## config.mk

```make
export PLATFORM = sky130hd
export DESIGN_NAME = reg_cmd_parser
export DESIGN_NICKNAME = d
export VERILOG_FILES = /design/src/rtl/reg_cmd_parser_pkg.sv /design/src/rtl/reg_cmd_timeout.sv /design/src/rtl/reg_cmd_parser.sv
export SDC_FILE = /design/constraint.sdc
export NUM_CORES = 1
export LEC_CHECK = 0
export BUFFER_PORTS_ARGS = -buffer_cell sky130_fd_sc_hd__buf_4
export CORE_MARGIN = 5
export CORE_UTILIZATION = 51
export DETAILED_ROUTE_END_ITERATION = 8
export PLACE_DENSITY_LB_ADDON = 0.15
export SYNTH_ARGS = -nofsm -noshare
export SYNTH_HDL_FRONTEND = slang
export SYNTH_SLANG_ARGS = --single-unit
```

## constraint.sdc

```tcl
create_clock -name clk -period 3.33 [get_ports clk]
set_input_delay 0.4995 -clock clk [delete_from_list [all_inputs] [get_ports clk]]
set_output_delay 0.4995 -clock clk [all_outputs]
set_load 0.02 [all_outputs]
```

## src/rtl/reg_cmd_parser_pkg.sv

```systemverilog
// Shared definitions for the register-file command parser: opcodes, FSM states
// and command-byte field positions.
package reg_cmd_parser_pkg;

  localparam logic [1:0] OP_WRITE = 2'b01;
  localparam logic [1:0] OP_READ  = 2'b10;

  // Command byte layout: [7:6] opcode, [5:addr_w] reserved (zero), [addr_w-1:0] address.
  localparam int unsigned OP_MSB  = 7;
  localparam int unsigned OP_LSB  = 6;
  localparam int unsigned RSV_MSB = 5;

  typedef enum logic [2:0] {
    StIdle,
    StGetData,
    StWrite,
    StReadReq,
    StReadWait,
    StResp
  } state_e;

endpackage

```

## src/rtl/reg_cmd_timeout.sv

```systemverilog
// Clearable saturating idle counter; 'reached' flags the increment that hits LIMIT.
module reg_cmd_timeout #(
  parameter int unsigned LIMIT = 255
) (
  input  logic clk,
  input  logic rst,
  input  logic clr,
  input  logic inc,
  output logic reached
);

  localparam int unsigned CW = $clog2(LIMIT + 1);

  logic [CW-1:0] cnt_q;

  always_ff @(posedge clk or posedge rst) begin
    if (rst) begin
      cnt_q <= '0;
    end else if (clr) begin
      cnt_q <= '0;
    end else if (inc && (cnt_q != CW'(LIMIT))) begin
      cnt_q <= cnt_q + CW'(1);
    end
  end

  assign reached = inc && !clr && (cnt_q == CW'(LIMIT - 1));

endmodule

```

## src/rtl/reg_cmd_parser.sv

```systemverilog
// Byte-stream command parser driving the write and read ports of a register file;
// malformed or stalled frames are dropped and counted in err_cnt.
module reg_cmd_parser
  import reg_cmd_parser_pkg::*;
#(
  parameter int unsigned WIDTH   = 8,
  parameter int unsigned DEPTH   = 16,
  parameter int unsigned ADDR_W  = 4,
  parameter int unsigned TIMEOUT = 255
) (
  input  logic              clk,
  input  logic              rst,
  input  logic              in_valid,
  input  logic [WIDTH-1:0]  in_data,
  output logic              in_ready,
  output logic              wr_en,
  output logic [ADDR_W-1:0] wr_addr,
  output logic [WIDTH-1:0]  wr_data,
  output logic              rd_en,
  output logic [ADDR_W-1:0] rd_addr,
  input  logic [WIDTH-1:0]  rd_data,
  output logic              out_valid,
  output logic [WIDTH-1:0]  out_data,
  input  logic              out_ready,
  output logic [7:0]        err_cnt,
  output logic              busy
);

  state_e state_q, state_d;

  logic [ADDR_W-1:0] wr_addr_q, rd_addr_q;
  logic [WIDTH-1:0]  wr_data_q, resp_q;
  logic [7:0]        err_q;

  logic              lat_wr_addr, lat_rd_addr, lat_data, cap_resp, err_inc;
  logic              tmo_inc, tmo_clr, tmo_reached;

  logic [1:0]        cmd_op;
  logic [ADDR_W-1:0] cmd_addr;
  logic              cmd_rsv_ok, cmd_addr_ok, cmd_wr, cmd_rd;

  assign cmd_op      = in_data[OP_MSB:OP_LSB];
  assign cmd_addr    = in_data[ADDR_W-1:0];
  assign cmd_rsv_ok  = (in_data[RSV_MSB:0] >> ADDR_W) == '0;
  assign cmd_addr_ok = 32'(cmd_addr) < DEPTH;
  assign cmd_wr      = (cmd_op == OP_WRITE) && cmd_rsv_ok && cmd_addr_ok;
  assign cmd_rd      = (cmd_op == OP_READ) && cmd_rsv_ok && cmd_addr_ok;

  assign tmo_clr = (state_q != StGetData);

  reg_cmd_timeout #(
    .LIMIT(TIMEOUT)
  ) u_timeout (
    .clk    (clk),
    .rst    (rst),
    .clr    (tmo_clr),
    .inc    (tmo_inc),
    .reached(tmo_reached)
  );

  always_comb begin
    state_d     = state_q;
    in_ready    = 1'b0;
    wr_en       = 1'b0;
    rd_en       = 1'b0;
    out_valid   = 1'b0;
    lat_wr_addr = 1'b0;
    lat_rd_addr = 1'b0;
    lat_data    = 1'b0;
    cap_resp    = 1'b0;
    err_inc     = 1'b0;
    tmo_inc     = 1'b0;
    unique case (state_q)
      StIdle: begin
        // Held low while reset is asserted so no byte is taken mid-reset.
        in_ready = ~rst;
        if (in_valid && in_ready) begin
          if (cmd_wr) begin
            lat_wr_addr = 1'b1;
            state_d     = StGetData;
          end else if (cmd_rd) begin
            lat_rd_addr = 1'b1;
            state_d     = StReadReq;
          end else begin
            err_inc = 1'b1;
          end
        end
      end
      StGetData: begin
        in_ready = ~rst;
        if (in_valid && in_ready) begin
          lat_data = 1'b1;
          state_d  = StWrite;
        end else begin
          tmo_inc = 1'b1;
          if (tmo_reached) begin
            err_inc = 1'b1;
            state_d = StIdle;
          end
        end
      end
      StWrite: begin
        wr_en   = 1'b1;
        state_d = StIdle;
      end
      StReadReq: begin
        rd_en   = 1'b1;
        state_d = StReadWait;
      end
      StReadWait: begin
        cap_resp = 1'b1;
        state_d  = StResp;
      end
      StResp: begin
        out_valid = 1'b1;
        if (out_ready) state_d = StIdle;
      end
      default: state_d = StIdle;
    endcase
  end

  always_ff @(posedge clk or posedge rst) begin
    if (rst) begin
      state_q   <= StIdle;
      wr_addr_q <= '0;
      rd_addr_q <= '0;
      wr_data_q <= '0;
      resp_q    <= '0;
      err_q     <= '0;
    end else begin
      state_q <= state_d;
      if (lat_wr_addr) wr_addr_q <= cmd_addr;
      if (lat_rd_addr) rd_addr_q <= cmd_addr;
      if (lat_data)    wr_data_q <= in_data;
      if (cap_resp)    resp_q    <= rd_data;
      if (err_inc && (err_q != 8'hFF)) err_q <= err_q + 8'd1;
    end
  end

  assign wr_addr  = wr_addr_q;
  assign wr_data  = wr_data_q;
  assign rd_addr  = rd_addr_q;
  assign out_data = resp_q;
  assign err_cnt  = err_q;
  assign busy     = (state_q != StIdle);

endmodule
```

# Word level (Yosys, flattened, before mapping)
# Index checks and enable logic that the tools add are counted.
[totals]
ff_bits = 43
input_bits = 20
out_inout_bits = 37
elab_cells = 70
[classes]
addsub = 2
n_eq_ne = 15
mux = 31
n_bitwise = 1
reduce_logical = 14
[ops]
columns = ["operator", "n"]
rows = [
  ["two-way mux 1 bit", 21],
  ["two-way mux 3 bit", 6],
  ["adder 8 x 1 -> 8 bit, second input constant", 2],
  ["two-way mux 8 bit", 2],
  ["inequality test 8 bit, second input constant", 2],
  ["case mux 3 bit (5 select lines)", 1],
  ["== test 8 bit, second input constant", 1],
  ["logical AND 1 bit", 7],
  ["== test 3 x 2 -> 1 bit, second input constant", 2],
  ["== test 3 bit, second input constant", 2],
  ["logical NOT 6 bit", 1],
  ["inequality test 3 bit, second input constant", 2],
  ["inequality test 2 bit, second input constant", 2],
  ["AND reduction 4 bit", 1],
  ["== test 3 x 1 -> 1 bit, second input constant", 1],
  ["logical NOT 3 bit", 1],
  ["inequality test 3 x 1 -> 1 bit, second input constant", 1],
  ["nonzero test 3 bit", 1],
  ["== test 2 x 1 -> 1 bit, second input constant", 1],
  ["== test 2 bit, second input constant", 1],
  ["case mux 1 bit (2 select lines)", 1],
  ["nonzero test 2 bit", 1],
  ["OR reduction 2 bit", 1],
  ["logical NOT 1 bit", 1],
  ["inverter 1 bit", 1],
]

# Longest topological paths before layout
# Gate-level depths: netlist (run 1).
[logic_depth]
word_depth = 10
depth_mapped = 7
depth_no_buf = 7

# Modules after synthesis
# From an unflattened synthesis (run 1), not the netlist that was laid out.
[hier_totals]
cells_unflattened = 173
area_unflattened_um2 = 2087.0
[modules_own_cells]
columns = ["module", "n_inst", "cells_per_inst", "area_each_um2", "seq_area_each_um2"]
rows = [
  ["reg_cmd_parser", 1, 124, 1622.8, 875.8],
  ["reg_cmd_timeout", 1, 49, 464.2, 200.2],
]

# Worst setup path before layout (run 1)
# No wires, ideal clock.
[synth_timing]
path_type = "flip-flop to flip-flop"
start = "register state_q[1]"
end = "register err_q[1] (netlist: err_cnt[1])"
arrival_ps = 2307
required_ps = 3205
path_slack_ps = 898
stages_incl_launch_ff = 7
path_buffers = 2
period_less_slack_ps = 2432
path_cell_list = "dfrtp_1 buf_6 or3b_1 clkbuf_2 or4_4 a2111oi_4 mux2_2"
[synth_between]
elab_chain_len = 8
elab_cells_between_ends = 11
cone_classes = "eq/ne (2); mux (4); reduce/logical (5)"
[synth_rtl]
columns = ["item", "line", "text"]
rows = [
  ["start: declaration", "reg_cmd_parser.sv:29", "state_e state_q, state_d;"],
  ["start signal: assignment", "reg_cmd_parser.sv:124", "state_q <= StIdle;"],
  ["start signal: assignment", "reg_cmd_parser.sv:131", "state_q <= state_d;"],
  ["== test 3 x 1 -> 1 bit or inequality test 3 x 1 -> 1 bit (tied branches)", "reg_cmd_parser.sv:73, reg_cmd_parser.sv:49", ""],
  ["two-way mux 1 bit or logical NOT 1 bit (tied branches)", "reg_cmd_parser.sv:73, reg_cmd_timeout.sv:26", ""],
  ["logical AND 1 bit (2 in series)", "reg_cmd_timeout.sv:26", "assign reached = inc && !clr && (cnt_q == CW'(LIMIT - 1));"],
  ["two-way mux 1 bit", "reg_cmd_parser.sv:96", "if (tmo_reached) begin"],
  ["two-way mux 1 bit", "reg_cmd_parser.sv:91", "if (in_valid && in_ready) begin"],
  ["case mux 1 bit (2 select lines) (*)", "reg_cmd_parser.sv:73", "unique case (state_q)"],
  ["logical AND 1 bit (*)", "reg_cmd_parser.sv:136", "if (err_inc && (err_q != 8'hFF)) err_q <= err_q + 8'd1;"],
  ["end signal: assignment", "reg_cmd_parser.sv:136", ""],
  ["end: declaration", "reg_cmd_parser.sv:33", "logic [7:0] err_q;"],
]
# Mark *: on every way between the ends. The rest lies on a longest branch, timed or not.
# A chain may end at the register's enable or synchronous reset.

# Worst setup path in the final report (run 1)
[layout_timing]
start = "register state_q[2]"
end = "register err_q[1] (netlist: err_cnt[1])"
# The elaborated chain is that of the path after synthesis.

==> results.yml, run 1 <==
synthesis:
  syn_nets: 184
  synth_edf_count: 0
  syn_area_um2: 1970
  synthFlopType: "dfrtp_1"
  async_reset_ff_share_pct: 100
  ys_ff_latch: 43
  ys_types: 36
  avgSynthCellArea_um2: 12.2
  synthCells: 161
  yosysWarnings: 0
  seq_area_frac_synth_pct: 54.6
cts:
  cts.path.max_buffers: 2
  clock_latency_ns: 0.29
  cts-resized-gates: 0
  cts-root-buf: "clkbuf_8"
  ctsHoldBuffers: 0
  numCtsBuffers: 5
  path_clk_slew_ns: 0.08
  cts_tree: "done"
  h-tree-depth: 2
  clock-sinks: 43
  cts_setup_buffers: 0
worst_setup_path:
  startpoint_type: "register"
  crit_type: "reg -> reg"
  crit_path_max_fanout: 12
  end_kind: "register"
  r2r_end: "err_cnt[1]$_DFFE_PP0P_"
  rrSetupSlack_ns: 0.71
  required_ns: 3.50
  arrival_ns: 2.80
  rr_startpoint: "state_q[2]$_DFFE_PP0P_"
  rr_worst_depth: 4
placement:
  dpl_cell_area_um2: 2440
  port_buffers: 56
  gp_congestion: 0.823
  hpwl_mm: 3.35
detailed_routing:
  wirelength_mm: 4.30
  ant_nets: 0
  first_iter_violations: 123
  drc: 0
  wl_per_cell_um: 15.9
  vias_per_cell: 5.53
  drt_first_pass_iters: 4
  vias: 1498
die:
  core_area_um2: 3720
  ios: 57
  chipHeight_um: 72.2
  start_util_pct: 53.1
  fp.dieW_um: 72.2
  rows: 22
  die-area_um2: 5210
global_route:
  grtUsageTotal_pct: 17.6
  grt_pass1_wl_mm: 7.23
  grt_max_degree: 26
  grt_overflow_total: 0
  grt_pass1_vias: 1542
  antenna_found_initial: 0
sta:
  fmax_mhz: 381
  timing.setup.tns_ns: 0
  hold_slack_ns: 0.345
  rsz0062_at_grt: "no"
  min_period_ns: 2.62
  hold_viol_final: 0
  slew-limit-headroom_pct: 53.5
  fin_crit_sh_pct: 78.8
  finalSetupViolations: 0
  finalMaxSlewViolations: 0
  fin_skew_ns: 0.00466
  worst_pin_slew_ns: 0.697
power:
  ir_drop_mv: 0.537
  p_switching_uw: 758
  seqPwrFrac_pct: 39.4
  switching_share_pct: 35.7
  combinationalPowerShare_pct: 41.4
  power.density_nw_per_um2: 830
  clock_power_share_pct: 19.2
  power.internal_mw: 1.37
  power.leakage_nw: 1.22
cells_and_area:
  syn_to_final_growth_pct: 29.9
  fin_nets: 245
  multi_input_area_um2: 846
  final_cell_mix: "59 x buf_4, 43 x dfrtp_1, 25 x mux2_2"
  final_common_cell: "buf_4"
  drive_above_1_share_pct: 42.6
  post-route-cell-area_um2: 2560
  regArea_um2: 1080
  fill_cells: 277
  antenna_cells: 0
outcome:
  status: "complete, no violations"
run:
  cap_violations: 0
worst_hold_path:
  holdCritPathClass: "in -> async"
## critical path, cell delays in order, from the launching register on
cell	delay, ns
dfrtp_1	0.51
or3b_1	0.52
or4_4	0.47
a2111oi_4	0.62
mux2_2	0.39
## layer usage
metal / vias to the layer above / wire length, µm / global-route usage, % / part of all wire, %
li1: 714 / - / - / -
met1: 722 / 1850 / 23.7 / 43
met2: 54 / 2110 / 27.5 / 49
met3: 8 / 279 / 5.12 / 6.5
met4: 0 / 61 / 5.64 / 1.4
met5: - / 0 / 0 / 0
## logic make-up (layout without fill, tap and decap cells)
group | count (synthesis) | count (layout) | share of synthesized area [%]
xor gates and xnor gates | 11 | 11 | 4.89
DFF | 43 | 43 | 54.6
AOI/OAI and AO/OA | 18 | 18 | 7.30
buffers and inverters | 10 | 72 | 2.54
muxes | 25 | 25 | 14.3
adders and majority gates | 3 | 3 | 1.90
and+or+nand+nor | 51 | 51 | 14.5
## power by group through the flow
stage	clock network, mW	registers, mW	logic (mW)
6_report	0.408	0.837	0.881
5_1_grt	0.435	0.867	0.941
4_1_cts	0.419	0.836	0.893
3_5_place_dp	0	0.846	0.891
3_3_place_gp	0	0.828	0.867
2_1_floorplan	0	1.00	0.349
## state kept, by name, indices dropped and copies added (netlist names)
register and flops:
rd_addr 4, wr_addr 4, u_timeout.cnt_q 8, wr_data 8, out_data 8, err_cnt 8
state_q 3
## final cells by class
| class | count | area share (%) |
|---|---|---|
| Sequential cell | 43 | 42.0 |
| Multi-Input combinational cell | 108 | 33.0 |
| Clock inverter | 2 | 1.37 |
| Inverter | 5 | 0.733 |
| Clock buffer | 6 | 3.22 |
| Tap cell | 48 | 2.34 |
| Timing Repair Buffer | 59 | 17.3 |
## per-stage QoR
step           setup slack, ns  util [%]  std cells  power (mW)
4_1_cts                  0.724      68.9        271        2.15
2_1_floorplan            0.898         -        161        1.35
5_1_grt                  0.596      68.9        271        2.24
3_5_place_dp             0.749      65.8        263        1.74
6_report                 0.706      68.9        271        2.13
3_3_place_gp             0.810      65.8        263        1.70
## cells in the mapped netlist (2+ instances only)
cell type,count,area (µm²)
nand4_1,8,50.1
ha_1,3,37.5
o311ai_0,2,17.5
xor2_1,3,26.3
a21oi_1,5,25.0
dfrtp_1,43,1080
nor4b_1,2,17.5
nor2_1,6,22.5
o21ai_0,2,10.0
nand2_1,10,37.5
xnor2_1,8,70.1
clkbuf_1,2,7.51
nand3_1,3,15.0
nor3_1,4,20.0
inv_1,5,18.8
and3_1,9,56.3
nor3b_1,3,22.5
mux2_2,25,282
## worst max-delay path by stage
| stage | startpoint | to | depth (start not counted) |
|---|---|---|---|
| floorplan | state_q[1]$_DFFE_PP0P_ | err_cnt[1]$_DFFE_PP0P_ | 6 |
| finish | state_q[2]$_DFFE_PP0P_ | err_cnt[1]$_DFFE_PP0P_ | 4 |
| global route | state_q[2]$_DFFE_PP0P_ | err_cnt[7]$_DFFE_PP0P_ | 5 |
| CTS | state_q[2]$_DFFE_PP0P_ | err_cnt[1]$_DFFE_PP0P_ | 4 |
| detailed placement | state_q[2]$_DFFE_PP0P_ | err_cnt[1]$_DFFE_PP0P_ | 4 |
| global placement | state_q[2]$_DFFE_PP0P_ | err_cnt[1]$_DFFE_PP0P_ | 4 |
Power figures use the tool's default switching activity.
==> inputs of run 2 (changes only) <==
--- a/config.mk
+++ b/config.mk
@@ -7,7 +7,7 @@
 export LEC_CHECK = 0
 export BUFFER_PORTS_ARGS = -buffer_cell sky130_fd_sc_hd__buf_4
 export CORE_MARGIN = 5
-export CORE_UTILIZATION = 51
+export CORE_UTILIZATION = 46
 export DETAILED_ROUTE_END_ITERATION = 8
 export PLACE_DENSITY_LB_ADDON = 0.15
 export SYNTH_ARGS = -nofsm -noshare
==> constraint.sdc (replaced) <==
create_clock -name clk -period 2.3 [get_ports clk]
set_input_delay 0.345 -clock clk [delete_from_list [all_inputs] [get_ports clk]]
set_output_delay 0.345 -clock clk [all_outputs]
set_load 0.02 [all_outputs]
==> results.yml, run 2 (synthesis gave the netlist of run 1 again) <==
cells_and_area:
  antenna_cells: 0
  drive_above_1_share_pct: 45.5
  syn_to_final_growth_pct: 34.8
  post-route-cell-area_um2: 2660
  fin_nets: 255
  final_cell_mix: "67 x buf_4, 43 x dfrtp_1, 24 x mux2_2"
  final_common_cell: "buf_4"
power:
  seqPwrFrac_pct: 37.1
  clock_power_share_pct: 19.1
  power.leakage_nw: 1.28
  power.internal_mw: 2.06
  ir_drop_mv: 0.770
  p_switching_mw: 1.13
  power.density_nw_per_um2: 1200
  combinationalPowerShare_pct: 43.9
  switching_share_pct: 35.5
cts:
  path_clk_slew_ns: 0.08
  clock-sinks: 43
  cts-root-buf: "clkbuf_8"
  h-tree-depth: 2
  cts_tree: "done"
  numCtsBuffers: 5
  clock_latency_ns: 0.29
  ctsHoldBuffers: 0
  cts.path.max_buffers: 2
detailed_routing:
  vias_per_cell: 5.49
  wl_per_cell_um: 16.0
  drt_first_pass_iters: 4
  wirelength_mm: 4.54
  first_iter_violations: 90
  ant_nets: 0
  vias: 1553
  drc: 0
die:
  die-area_um2: 5700
  core_area_um2: 4090
  fp.dieW_um: 75.5
  start_util_pct: 48.3
  rows: 23
  ios: 57
  chipHeight_um: 75.5
worst_setup_path:
  arrival_ns: 2.35
  required_ns: 2.48
  crit_path_max_fanout: 8
  startpoint_type: "register"
  end_kind: "register"
  crit_type: "reg -> reg"
placement:
  gp_congestion: 0.848
  port_buffers: 56
  hpwl_mm: 3.54
  dpl_cell_area_um2: 2530
global_route:
  grt_max_degree: 31
  grtUsageTotal_pct: 17.5
  antenna_found_initial: 0
  grt_pass1_vias: 1629
  grt_pass1_wl_mm: 7.62
  grt_overflow_total: 0
sta:
  fmax_mhz: 460
  worst_pin_slew_ns: 0.674
  hold_slack_ns: 0.127
  hold_viol_final: 0
  finalSetupViolations: 0
  slew-limit-headroom_pct: 54.5
  rsz0062_at_grt: "no"
  fin_skew_ns: 0.00658
  fin_crit_sh_pct: 94.5
  min_period_ns: 2.17
  finalMaxSlewViolations: 0
outcome:
  status: "complete, no violations"
worst_hold_path:
  holdCritPathClass: "in -> async"
run:
  cap_violations: 0
[run 2: per-layer routing]
layer,routed length (µm),share of wire [%],GRT usage (%),vias to the layer above
met5,0,0,0,-
met4,72,1.6,5.24,0
met3,196,4.3,4.75,7
met2,2350,52,28.4,39
met1,1920,42,23.1,778
li1,-,-,-,729
[run 2: worst paths after layout]
path | start | to | slack (ns) | depth (start not counted)
max | u_timeout.cnt_q[1]$_DFFE_PP0P_ | err_cnt[1]$_DFFE_PP0P_ | 0.13 | 6
max in group asynchronous | rst | state_q[1]$_DFFE_PP0P_ | 1.61 | 3
min | rst | wr_data[4]$_DFFE_PP0N_ | 0.13 | 2
max reg2reg | u_timeout.cnt_q[1]$_DFFE_PP0P_ | err_cnt[1]$_DFFE_PP0P_ | 0.13 | 6
min reg2reg | wr_data[2]$_DFFE_PP0N_ | wr_data[2]$_DFFE_PP0N_ | 0.51 | 1
min in group clk | rd_data[3] | out_data[3]$_DFFE_PP0P_ | 0.28 | 2
[run 2: cell type report]
type                    count  area, µm²
inverters                   5       18.8
multi-input cells         108        850
flip-flops and latches     43       1080
well taps                  50       62.6
clock inverters             2       35.0
fillers                   333       1430
clock buffers               6       82.6
repair buffers             69        534
[run 2: through the flow]
step	setup WS, ns	total power [mW]	std cells	setup TNS, ns	utilization [%]
after floorplan	-0.0519	1.96	161	-0.192	-
after global placement	0.145	2.55	274	0	61.9
after detailed placement	0.109	2.60	274	0	61.9
after CTS	0.0917	3.22	282	0	64.8
after global routing	0.0157	3.38	283	0	65.1
final	0.127	3.19	283	0	65.1
[run 2: critical path, cell delays in order (launching register included)]
cell and delay, ns:
dfrtp_1 0.43, ha_1 0.17, nand4_1 0.12, or4_4 0.55, a2111oi_4 0.31, buf_6 0.18, mux2_4 0.29
[run 2: power groups by stage]
stage          combinational, mW  clock [mW]  sequential, mW
3_5_place_dp                1.41           0            1.20
5_1_grt                     1.51       0.649            1.22
6_report                    1.40       0.607            1.18
2_1_floorplan              0.516           0            1.45
4_1_cts                     1.41       0.623            1.18
3_3_place_gp                1.38           0            1.17
[run 2: what timing repair did]
action	CTS	global route
gates resized for setup	0	2
endpoints found under the setup margin	0	3
hold endpoints to repair	0	0
setup buffers	0	1
